[src/rtl/au_div_ctrl.sv]
// Unsigned 8-bit divider sequencer: repeated subtraction on the shared AU.
// Owns the AU only while busy; results are latched on entry to DONE.
module au_div_ctrl #(
  parameter logic [7:0] ZERO_Q = 8'hFF
) (
  input  logic       clk,
  input  logic       rst,
  input  logic       start,
  input  logic [7:0] dividend,
  input  logic [7:0] divisor,
  output logic       busy,
  output logic       done,
  output logic [7:0] quotient,
  output logic [7:0] remainder,
  output logic       div_zero,
  output logic       au_en,
  output logic [3:0] ac,
  output logic [7:0] au_a,
  output logic [7:0] au_b,
  input  logic [7:0] au_t,
  input  logic       au_gf
);

  typedef enum logic [1:0] {IDLE, SUB, ADDQ, DONE} state_t;

  state_t     state, state_next;
  logic [7:0] rem_r, dvs_r, quo_r;
  logic       take;

  // R >= D: either strictly greater, or the difference is exactly zero
  assign take = au_gf | (au_t == '0);
  assign busy = (state == SUB) || (state == ADDQ);
  assign done = (state == DONE);

  always_comb begin
    state_next = state;
    au_en      = 1'b0;
    ac         = '0;
    au_a       = '0;
    au_b       = '0;
    case (state)
      IDLE, DONE: begin
        if (start) state_next = (divisor == '0) ? DONE : SUB;
        else       state_next = IDLE;
      end
      SUB: begin
        au_en      = 1'b1;
        ac         = 4'b1001;
        au_a       = dvs_r;
        au_b       = rem_r;
        state_next = take ? ADDQ : DONE;
      end
      ADDQ: begin
        au_en      = 1'b1;
        ac         = 4'b1000;
        au_a       = quo_r;
        au_b       = 8'd1;
        state_next = SUB;
      end
      default: state_next = IDLE;
    endcase
  end

  always_ff @(posedge clk) begin
    if (rst) begin
      state     <= IDLE;
      rem_r     <= '0;
      dvs_r     <= '0;
      quo_r     <= '0;
      quotient  <= '0;
      remainder <= '0;
      div_zero  <= 1'b0;
    end else begin
      state <= state_next;
      case (state)
        IDLE, DONE: begin
          if (start) begin
            rem_r <= dividend;
            dvs_r <= divisor;
            quo_r <= '0;
            // divide-by-zero goes straight to DONE, so latch results now
            if (divisor == '0) begin
              quotient  <= ZERO_Q;
              remainder <= dividend;
              div_zero  <= 1'b1;
            end
          end
        end
        SUB: begin
          if (take) begin
            rem_r <= au_t;
          end else begin
            quotient  <= quo_r;
            remainder <= rem_r;
            div_zero  <= 1'b0;
          end
        end
        ADDQ: quo_r <= au_t;
        default: ;
      endcase
    end
  end

endmodule

[config.mk]
export PLATFORM = sky130hd
export DESIGN_NAME = au_div_ctrl
export DESIGN_NICKNAME = d
export VERILOG_FILES = /design/src/rtl/au_div_ctrl.sv
export SDC_FILE = /design/constraint.sdc
export NUM_CORES = 1
export LEC_CHECK = 0
export CAP_MARGIN = 40
export CELL_PAD_IN_SITES_DETAIL_PLACEMENT = 1
export CELL_PAD_IN_SITES_GLOBAL_PLACEMENT = 1
export CORE_MARGIN = 3
export CORE_UTILIZATION = 30
export DETAILED_ROUTE_END_ITERATION = 8
export GPL_TIMING_DRIVEN = 0
export PLACE_DENSITY_LB_ADDON = 0.1
export SYNTH_ARGS = -nofsm -noshare
export SYNTH_HDL_FRONTEND = slang
export SYNTH_SLANG_ARGS = --single-unit
[constraint.sdc]
create_clock -name clk -period 2.1 [get_ports clk]
set_clock_uncertainty 0.15 [all_clocks]
set_input_delay 0.21 -clock clk [delete_from_list [all_inputs] [get_ports clk]]
set_output_delay 0.21 -clock clk [all_outputs]
set_load 0.005 [all_outputs]
==> run_summary.xml, run 1 <==
<?xml version="1.0" encoding="UTF-8"?>
<metrics>
  <group name="finish">
    <metric name="final_cell_mix" unit="">48 x clkdlybuf4s50_1, 41 x dfxtp_1, 24 x a21oi_1</metric>
    <metric name="fin_nets" unit="">365</metric>
    <metric name="multi_input_comb_area" unit="mm^2">0.00124</metric>
    <metric name="final_core_util" unit="%">49.5</metric>
    <metric name="layout.cells.most_common" unit="">clkdlybuf4s50_1</metric>
    <metric name="seqCellArea" unit="um^2">866</metric>
    <metric name="finish.cell_count_without_fillers" unit="">431</metric>
    <metric name="area_growth_syn_to_layout" unit="%">58.4</metric>
    <metric name="antennaDiodeCount" unit="">0</metric>
    <metric name="final_layout_size_suffix_gt1_share" unit="%">30.4</metric>
    <metric name="finish.instance_area" unit="mm^2">0.00340</metric>
    <metric name="layout.filler_cells" unit="">791</metric>
  </group>
  <group name="routing">
    <metric name="ant_nets" unit="">0</metric>
    <metric name="wl_per_cell" unit="um">17.1</metric>
    <metric name="drc_errors" unit="">0</metric>
    <metric name="vias_per_cell" unit="">4.91</metric>
    <metric name="route.vias.total" unit="">2117</metric>
    <metric name="drt_first_pass_iters" unit="">4</metric>
    <metric name="final_routed_wirelength_across_all_metal_layers" unit="mm">7.39</metric>
    <metric name="violation_count_after_the_first_detailed_route_iteration" unit="">62</metric>
  </group>
  <group name="sta">
    <metric name="hold_violations" unit="">0</metric>
    <metric name="maximum_frequency_from_static_timing_analysis" unit="MHz">479</metric>
    <metric name="report.final.slew_viol_count" unit="">0</metric>
    <metric name="finalCriticalPeriod" unit="ns">2.09</metric>
    <metric name="final.period_utilization" unit="%">99.4</metric>
    <metric name="actual_slew_at_the_worst_max_slew_pin" unit="ns">0.622</metric>
    <metric name="rsz_0062_raised_after_global_routing" unit="">true</metric>
    <metric name="final-setup-viol-count" unit="">0</metric>
    <metric name="maxSlewHeadroom" unit="%">58.5</metric>
    <metric name="timing.hold.ws" unit="ns">0.244</metric>
  </group>
  <group name="place">
    <metric name="gp_congestion" unit="">0.773</metric>
    <metric name="dp_cells" unit="">404</metric>
    <metric name="hpwlAfterDp" unit="mm">5.03</metric>
    <metric name="portBuffers" unit="">64</metric>
    <metric name="dpl_cell_area" unit="mm^2">0.00291</metric>
  </group>
  <group name="setup_path">
    <metric name="crit_start" unit="">state[1]</metric>
    <metric name="timing.critical_path.arrival" unit="ns">2.14</metric>
    <metric name="worst_setup_ep" unit="">rem_r[4]</metric>
    <metric name="setup.worst_path.end_class" unit="">flop</metric>
    <metric name="worst-setup-path-type" unit="">flop to flop</metric>
    <metric name="timing.critical_path.required" unit="ns">2.15</metric>
    <metric name="max_fo_critical_path" unit="">6</metric>
    <metric name="r2r_start" unit="">state[1]</metric>
    <metric name="rr_endpoint" unit="">rem_r[4]</metric>
    <metric name="start_kind" unit="">flop</metric>
    <metric name="reg2reg_slack" unit="ns">0.01</metric>
    <metric name="reg2reg_depth" unit="">9</metric>
  </group>
  <group name="floorplanning">
    <metric name="die_h" unit="um">90.6</metric>
    <metric name="ioPinCount" unit="">68</metric>
    <metric name="initial_utilization" unit="%">31.3</metric>
    <metric name="die-area" unit="mm^2">0.00821</metric>
    <metric name="core-area" unit="mm^2">0.00687</metric>
    <metric name="rows" unit="">30</metric>
    <metric name="die-width" unit="um">90.6</metric>
  </group>
  <group name="pwr">
    <metric name="leakagePower" unit="nW">1.25</metric>
    <metric name="total_power_divided_by_cell_area" unit="mW/mm^2">640</metric>
    <metric name="ir_worst_vdd" unit="uV">262</metric>
    <metric name="post_layout_total_power" unit="mW">2.18</metric>
  </group>
  <group name="synthesis">
    <metric name="syn-instance-count" unit="">243</metric>
    <metric name="synth_largest_type_area_fraction" unit="%">40.1</metric>
    <metric name="synth-seq-cells" unit="">43</metric>
    <metric name="postSynth.asyncResetShare" unit="%">0</metric>
    <metric name="synth_top_area_cell" unit="">dfxtp_1</metric>
    <metric name="post_synthesis_instance_area" unit="mm^2">0.00215</metric>
    <metric name="synth_top_flop_cell" unit="">dfxtp_1</metric>
    <metric name="synth_sequential_area_ratio" unit="%">40.1</metric>
    <metric name="ys_warn_count" unit="">0</metric>
    <metric name="syn-mean-instance-area" unit="um^2">8.84</metric>
    <metric name="ys_top_cells_by_area" unit="">dfxtp_1 40%, a21oi_1 5.8%, a22oi_1 5.6%</metric>
    <metric name="synth_enable_flop_cells" unit="">0</metric>
    <metric name="yosys.cell_types.count" unit="">34</metric>
  </group>
  <group name="cts">
    <metric name="clock_tree.htree_level_count" unit="">2</metric>
    <metric name="cts.clk_slew.worst_paths" unit="ns">0.09</metric>
    <metric name="clock_latency" unit="ns">0.30</metric>
    <metric name="cts-root-to-sink-buffers" unit="">2</metric>
    <metric name="ctsHoldBuffers" unit="">0</metric>
    <metric name="cts_root_buffer" unit="">clkbuf_8</metric>
    <metric name="cts_made_buffers" unit="">5</metric>
    <metric name="cts_tree" unit="">yes</metric>
    <metric name="cts_num_sinks" unit="">43</metric>
  </group>
  <group name="global_routing">
    <metric name="grt_antenna_before_repair" unit="">0</metric>
    <metric name="globalRoute.totalOverflow" unit="">0</metric>
    <metric name="grt_max_degree" unit="">16</metric>
    <metric name="track_usage" unit="%">16.8</metric>
    <metric name="global_route_wire_length_before_repair" unit="mm">10.9</metric>
    <metric name="first_global_vias" unit="">2026</metric>
  </group>
  <group name="worst_hold_path">
    <metric name="worst_hold_path_type" unit="">input pin to flop</metric>
  </group>
  <group name="run_status">
    <metric name="outcome" unit="">finished, final reports clean</metric>
  </group>
  <group name="run">
    <metric name="max-cap-violations" unit="">0</metric>
  </group>
</metrics>
## layer usage
layer / part of all wire, % / vias to the layer above / global-route usage, %
li1: - / 1039 / -
met1: 47 / 1025 / 22.0
met2: 48 / 46 / 28.3
met3: 3.5 / 7 / 3.17
met4: 1.1 / 0 / 4.59
met5: 0 / - / 0
## report_power, final
| group | total [mW] | switching [mW] | internal (mW) |
|---|---|---|---|
| logic | 0.701 | 0.330 | 0.371 |
| clock network | 0.547 | 0.309 | 0.238 |
| registers | 0.928 | 0.0451 | 0.883 |
## stage by stage
step	TNS [ns]	setup WS, ns
floorplan	0	0.0995
global placement	-9.78	-0.616
detailed placement	-10.74	-0.630
CTS	-0.0127	-0.00709
global route	-0.368	-0.0419
finish	0	0.0128
## cell families (layout without fill, tap and decap cells)
| kind of cell | Yosys count | after routing | share of synthesized area (%) |
|---|---|---|---|
| adder cells (fa/ha/maj) | 3 | 3 | 1.75 |
| flip-flops | 43 | 43 | 40.1 |
| multiplexers | 16 | 16 | 7.93 |
| AND/OR/NAND/NOR | 55 | 55 | 13.1 |
| AO/OA/AOI/OAI | 80 | 80 | 26.8 |
| buffers and inverters | 45 | 136 | 10.2 |
| other | 1 | 2 | 0.175 |
## synth_stat cells (2+ instances only)
library cell / number
inv_1: 20
ha_1: 3
and2_1: 9
a21o_1: 2
buf_4: 7
a211oi_1: 14
buf_6: 2
a311oi_1: 8
nor2_1: 19
mux2i_1: 8
dfxtp_1: 43
nand2_1: 18
a21oi_1: 25
nor4_1: 2
a211oi_2: 2
a22oi_1: 16
mux2_2: 8
buf_2: 7
clkbuf_1: 7
nor4_4: 2
o31ai_1: 8
## state kept, by name (all words and copies together), names as in the netlist
signal	flops
rem_r	8
div_zero	1
quo_r	8
state	2
quotient	8
remainder	8
dvs_r	8
## layout make-up
class                   count  share of cell area, %
inverters                  21                   2.39
plain buffers              22                   5.92
well taps                  96                   3.53
flip-flops and latches     43                   25.5
clock buffers               5                   2.02
multi-input cells         156                   36.5
clock inverters             3                  0.736
repair buffers             85                   23.4
## worst min-delay path by stage
stage,cells past startpoint,endpoint,from,slack [ns]
after global routing,2,rem_r[2],rst,0.26
after floorplan,2,dvs_r[0],divisor[0],0.20
after detailed placement,2,quotient[0],quotient[0],0.29
after CTS,2,rem_r[0],rst,0.22
final,2,rem_r[1],rst,0.24
after global placement,2,quotient[0],quotient[0],0.28
## worst max-delay path, stage by stage (launching register included)
cell,delay [ns]
dfxtp_2,0.34
buf_6,0.11
ha_4,0.24
buf_4,0.14
nand2b_1,0.13
a21boi_4,0.24
buf_4,0.17
buf_4,0.11
a21oi_1,0.07
a311oi_1,0.28
## repair_timing
item                                    4_1_cts  5_1_grt
buffers inserted                             10        8
endpoints found under the hold margin         0        0
endpoints found under the setup margin       40       38
gates resized for setup                      90       22
cloned                                        1        2
pin swaps                                     5        4
No activity file was read; power rests on OpenSTA's default activity.
==> run 2: changes to the inputs <==
Settings changed: GPL_TIMING_DRIVEN 0 to default.
==> run_summary.xml, run 2 (same netlist as run 1, synthesis figures left out) <==
<?xml version="1.0" encoding="UTF-8"?>
<metrics>
  <group name="global_routing">
    <metric name="track_usage" unit="%">16.7</metric>
    <metric name="globalRoute.totalOverflow" unit="">0</metric>
    <metric name="grt_antenna_before_repair" unit="">0</metric>
    <metric name="global_route_wire_length_before_repair" unit="mm">10.9</metric>
    <metric name="first_global_vias" unit="">2059</metric>
    <metric name="grt_max_degree" unit="">26</metric>
  </group>
  <group name="floorplanning">
    <metric name="ioPinCount" unit="">68</metric>
    <metric name="die-area" unit="mm^2">0.00821</metric>
    <metric name="rows" unit="">30</metric>
    <metric name="initial_utilization" unit="%">31.3</metric>
    <metric name="die_h" unit="um">90.6</metric>
    <metric name="core-area" unit="mm^2">0.00687</metric>
    <metric name="die-width" unit="um">90.6</metric>
  </group>
  <group name="cts">
    <metric name="clock_latency" unit="ns">0.29</metric>
    <metric name="cts_tree" unit="">yes</metric>
    <metric name="cts-root-to-sink-buffers" unit="">2</metric>
    <metric name="cts_made_buffers" unit="">5</metric>
    <metric name="cts.clk_slew.worst_paths" unit="ns">0.08</metric>
    <metric name="cts_num_sinks" unit="">43</metric>
    <metric name="clock_tree.htree_level_count" unit="">2</metric>
    <metric name="cts_root_buffer" unit="">clkbuf_8</metric>
  </group>
  <group name="worst_hold_path">
    <metric name="worst_hold_path_type" unit="">flop to flop</metric>
  </group>
  <group name="finish">
    <metric name="multi_input_comb_area" unit="mm^2">0.00113</metric>
    <metric name="finish.cell_count_without_fillers" unit="">422</metric>
    <metric name="final_cell_mix" unit="">47 x clkdlybuf4s50_1, 41 x dfxtp_1, 25 x buf_4</metric>
    <metric name="layout.cells.most_common" unit="">clkdlybuf4s50_1</metric>
    <metric name="area_growth_syn_to_layout" unit="%">50.5</metric>
    <metric name="fin_nets" unit="">356</metric>
    <metric name="antennaDiodeCount" unit="">0</metric>
    <metric name="layout.filler_cells" unit="">806</metric>
    <metric name="seqCellArea" unit="um^2">863</metric>
    <metric name="final_layout_size_suffix_gt1_share" unit="%">22.7</metric>
  </group>
  <group name="sta">
    <metric name="fin_tns_setup" unit="ns">0</metric>
    <metric name="finalCriticalPeriod" unit="ns">2.05</metric>
    <metric name="final-setup-viol-count" unit="">0</metric>
    <metric name="hold_violations" unit="">0</metric>
    <metric name="final.period_utilization" unit="%">97.4</metric>
    <metric name="maximum_frequency_from_static_timing_analysis" unit="MHz">489</metric>
    <metric name="report.final.slew_viol_count" unit="">0</metric>
  </group>
  <group name="setup_path">
    <metric name="reg2reg_slack" unit="ns">0.12</metric>
    <metric name="start_kind" unit="">flop</metric>
    <metric name="timing.critical_path.arrival" unit="ns">1.69</metric>
    <metric name="reg2reg_depth" unit="">9</metric>
    <metric name="timing.critical_path.required" unit="ns">1.74</metric>
    <metric name="rr_endpoint" unit="">remainder[6]</metric>
    <metric name="worst-setup-path-type" unit="">flop to output port</metric>
    <metric name="setup.worst_path.end_class" unit="">output port</metric>
    <metric name="worst_setup_ep" unit="">au_a[1]</metric>
    <metric name="crit_start" unit="">state[0]</metric>
    <metric name="r2r_start" unit="">state[0]</metric>
    <metric name="max_fo_critical_path" unit="">5</metric>
  </group>
  <group name="routing">
    <metric name="final_routed_wirelength_across_all_metal_layers" unit="mm">6.76</metric>
    <metric name="violation_count_after_the_first_detailed_route_iteration" unit="">56</metric>
    <metric name="vias_per_cell" unit="">4.83</metric>
    <metric name="drc_errors" unit="">0</metric>
    <metric name="route.vias.total" unit="">2037</metric>
    <metric name="wl_per_cell" unit="um">16.0</metric>
    <metric name="ant_nets" unit="">0</metric>
    <metric name="drt_first_pass_iters" unit="">4</metric>
  </group>
  <group name="place">
    <metric name="hpwlAfterDp" unit="mm">4.94</metric>
    <metric name="dp_cells" unit="">409</metric>
    <metric name="portBuffers" unit="">65</metric>
    <metric name="gp_congestion" unit="">0.744</metric>
  </group>
  <group name="pwr">
    <metric name="ir_worst_vdd" unit="uV">212</metric>
    <metric name="post_layout_total_power" unit="mW">2.06</metric>
    <metric name="total_power_divided_by_cell_area" unit="mW/mm^2">636</metric>
    <metric name="leakagePower" unit="nW">1.24</metric>
  </group>
  <group name="run_status">
    <metric name="outcome" unit="">finished, final reports clean</metric>
  </group>
  <group name="run">
    <metric name="max-cap-violations" unit="">0</metric>
  </group>
</metrics>
## run 2: metal layers
metal  GRT usage, %  vias to the layer above  part of all wire (%)
li1               -                     1023                     -
met3           3.75                        4                   3.8
met5              0                        -                     0
met2           27.6                       41                    48
met4           3.83                        0                  0.65
met1           22.1                      969                    47
## run 2: cell type report
cell class | instances | area share, %
multi-input combinational | 156 | 34.9
timing repair buffer | 98 | 29.6
sequential | 43 | 26.7
tap | 96 | 3.72
inverter | 21 | 2.44
clock buffer | 5 | 2.13
clock inverter | 3 | 0.465
## run 2: worst min-delay path by stage
| stage | cells past startpoint | endpoint | slack (ns) | startpoint |
|---|---|---|---|---|
| after CTS | 2 | quotient[2] | 0.30 | quotient[2] |
| after detailed placement | 2 | quotient[2] | 0.29 | quotient[2] |
| final | 2 | quotient[2] | 0.30 | quotient[2] |
| after floorplan | 2 | dvs_r[0] | 0.20 | divisor[0] |
| after global placement | 2 | quotient[5] | 0.29 | quotient[5] |
| after global routing | 2 | quotient[0] | 0.31 | quotient[0] |
## run 2: stage by stage
step	setup WS (ns)	hold slack, ns	util, %	area (um^2)
floorplan	0.0995	0.196	-	2150
global placement	0.0378	0.286	44.5	3050
detailed placement	-0.0138	0.289	44.5	3050
CTS	-0.0465	0.302	46.5	3200
global route	-0.0175	0.306	47.0	3230
finish	0.0546	0.297	47.0	3230
## run 2: worst max-delay path, cell delays in order (launching register included)
cell and delay (ns):
dfxtp_2 0.33, buf_4 0.15, ha_4 0.17, buf_6 0.13, buf_6 0.13, a22oi_2 0.17
nor2_1 0.05, dlygate4sd2_1 0.26
## run 2: where the power goes
group / internal, mW / total [mW] / switching [mW]
combinational: 0.329 / 0.613 / 0.284
clock: 0.228 / 0.517 / 0.289
sequential: 0.882 / 0.925 / 0.0431
## run 2: what timing repair did
item / CTS / global route
pin swaps: 2 / 7
resized for setup: 30 / 23
hold buffers: 0 / 0
setup buffers: 5 / 0
endpoints found under the setup margin: 19 / 27
hold endpoints to repair: 0 / 0
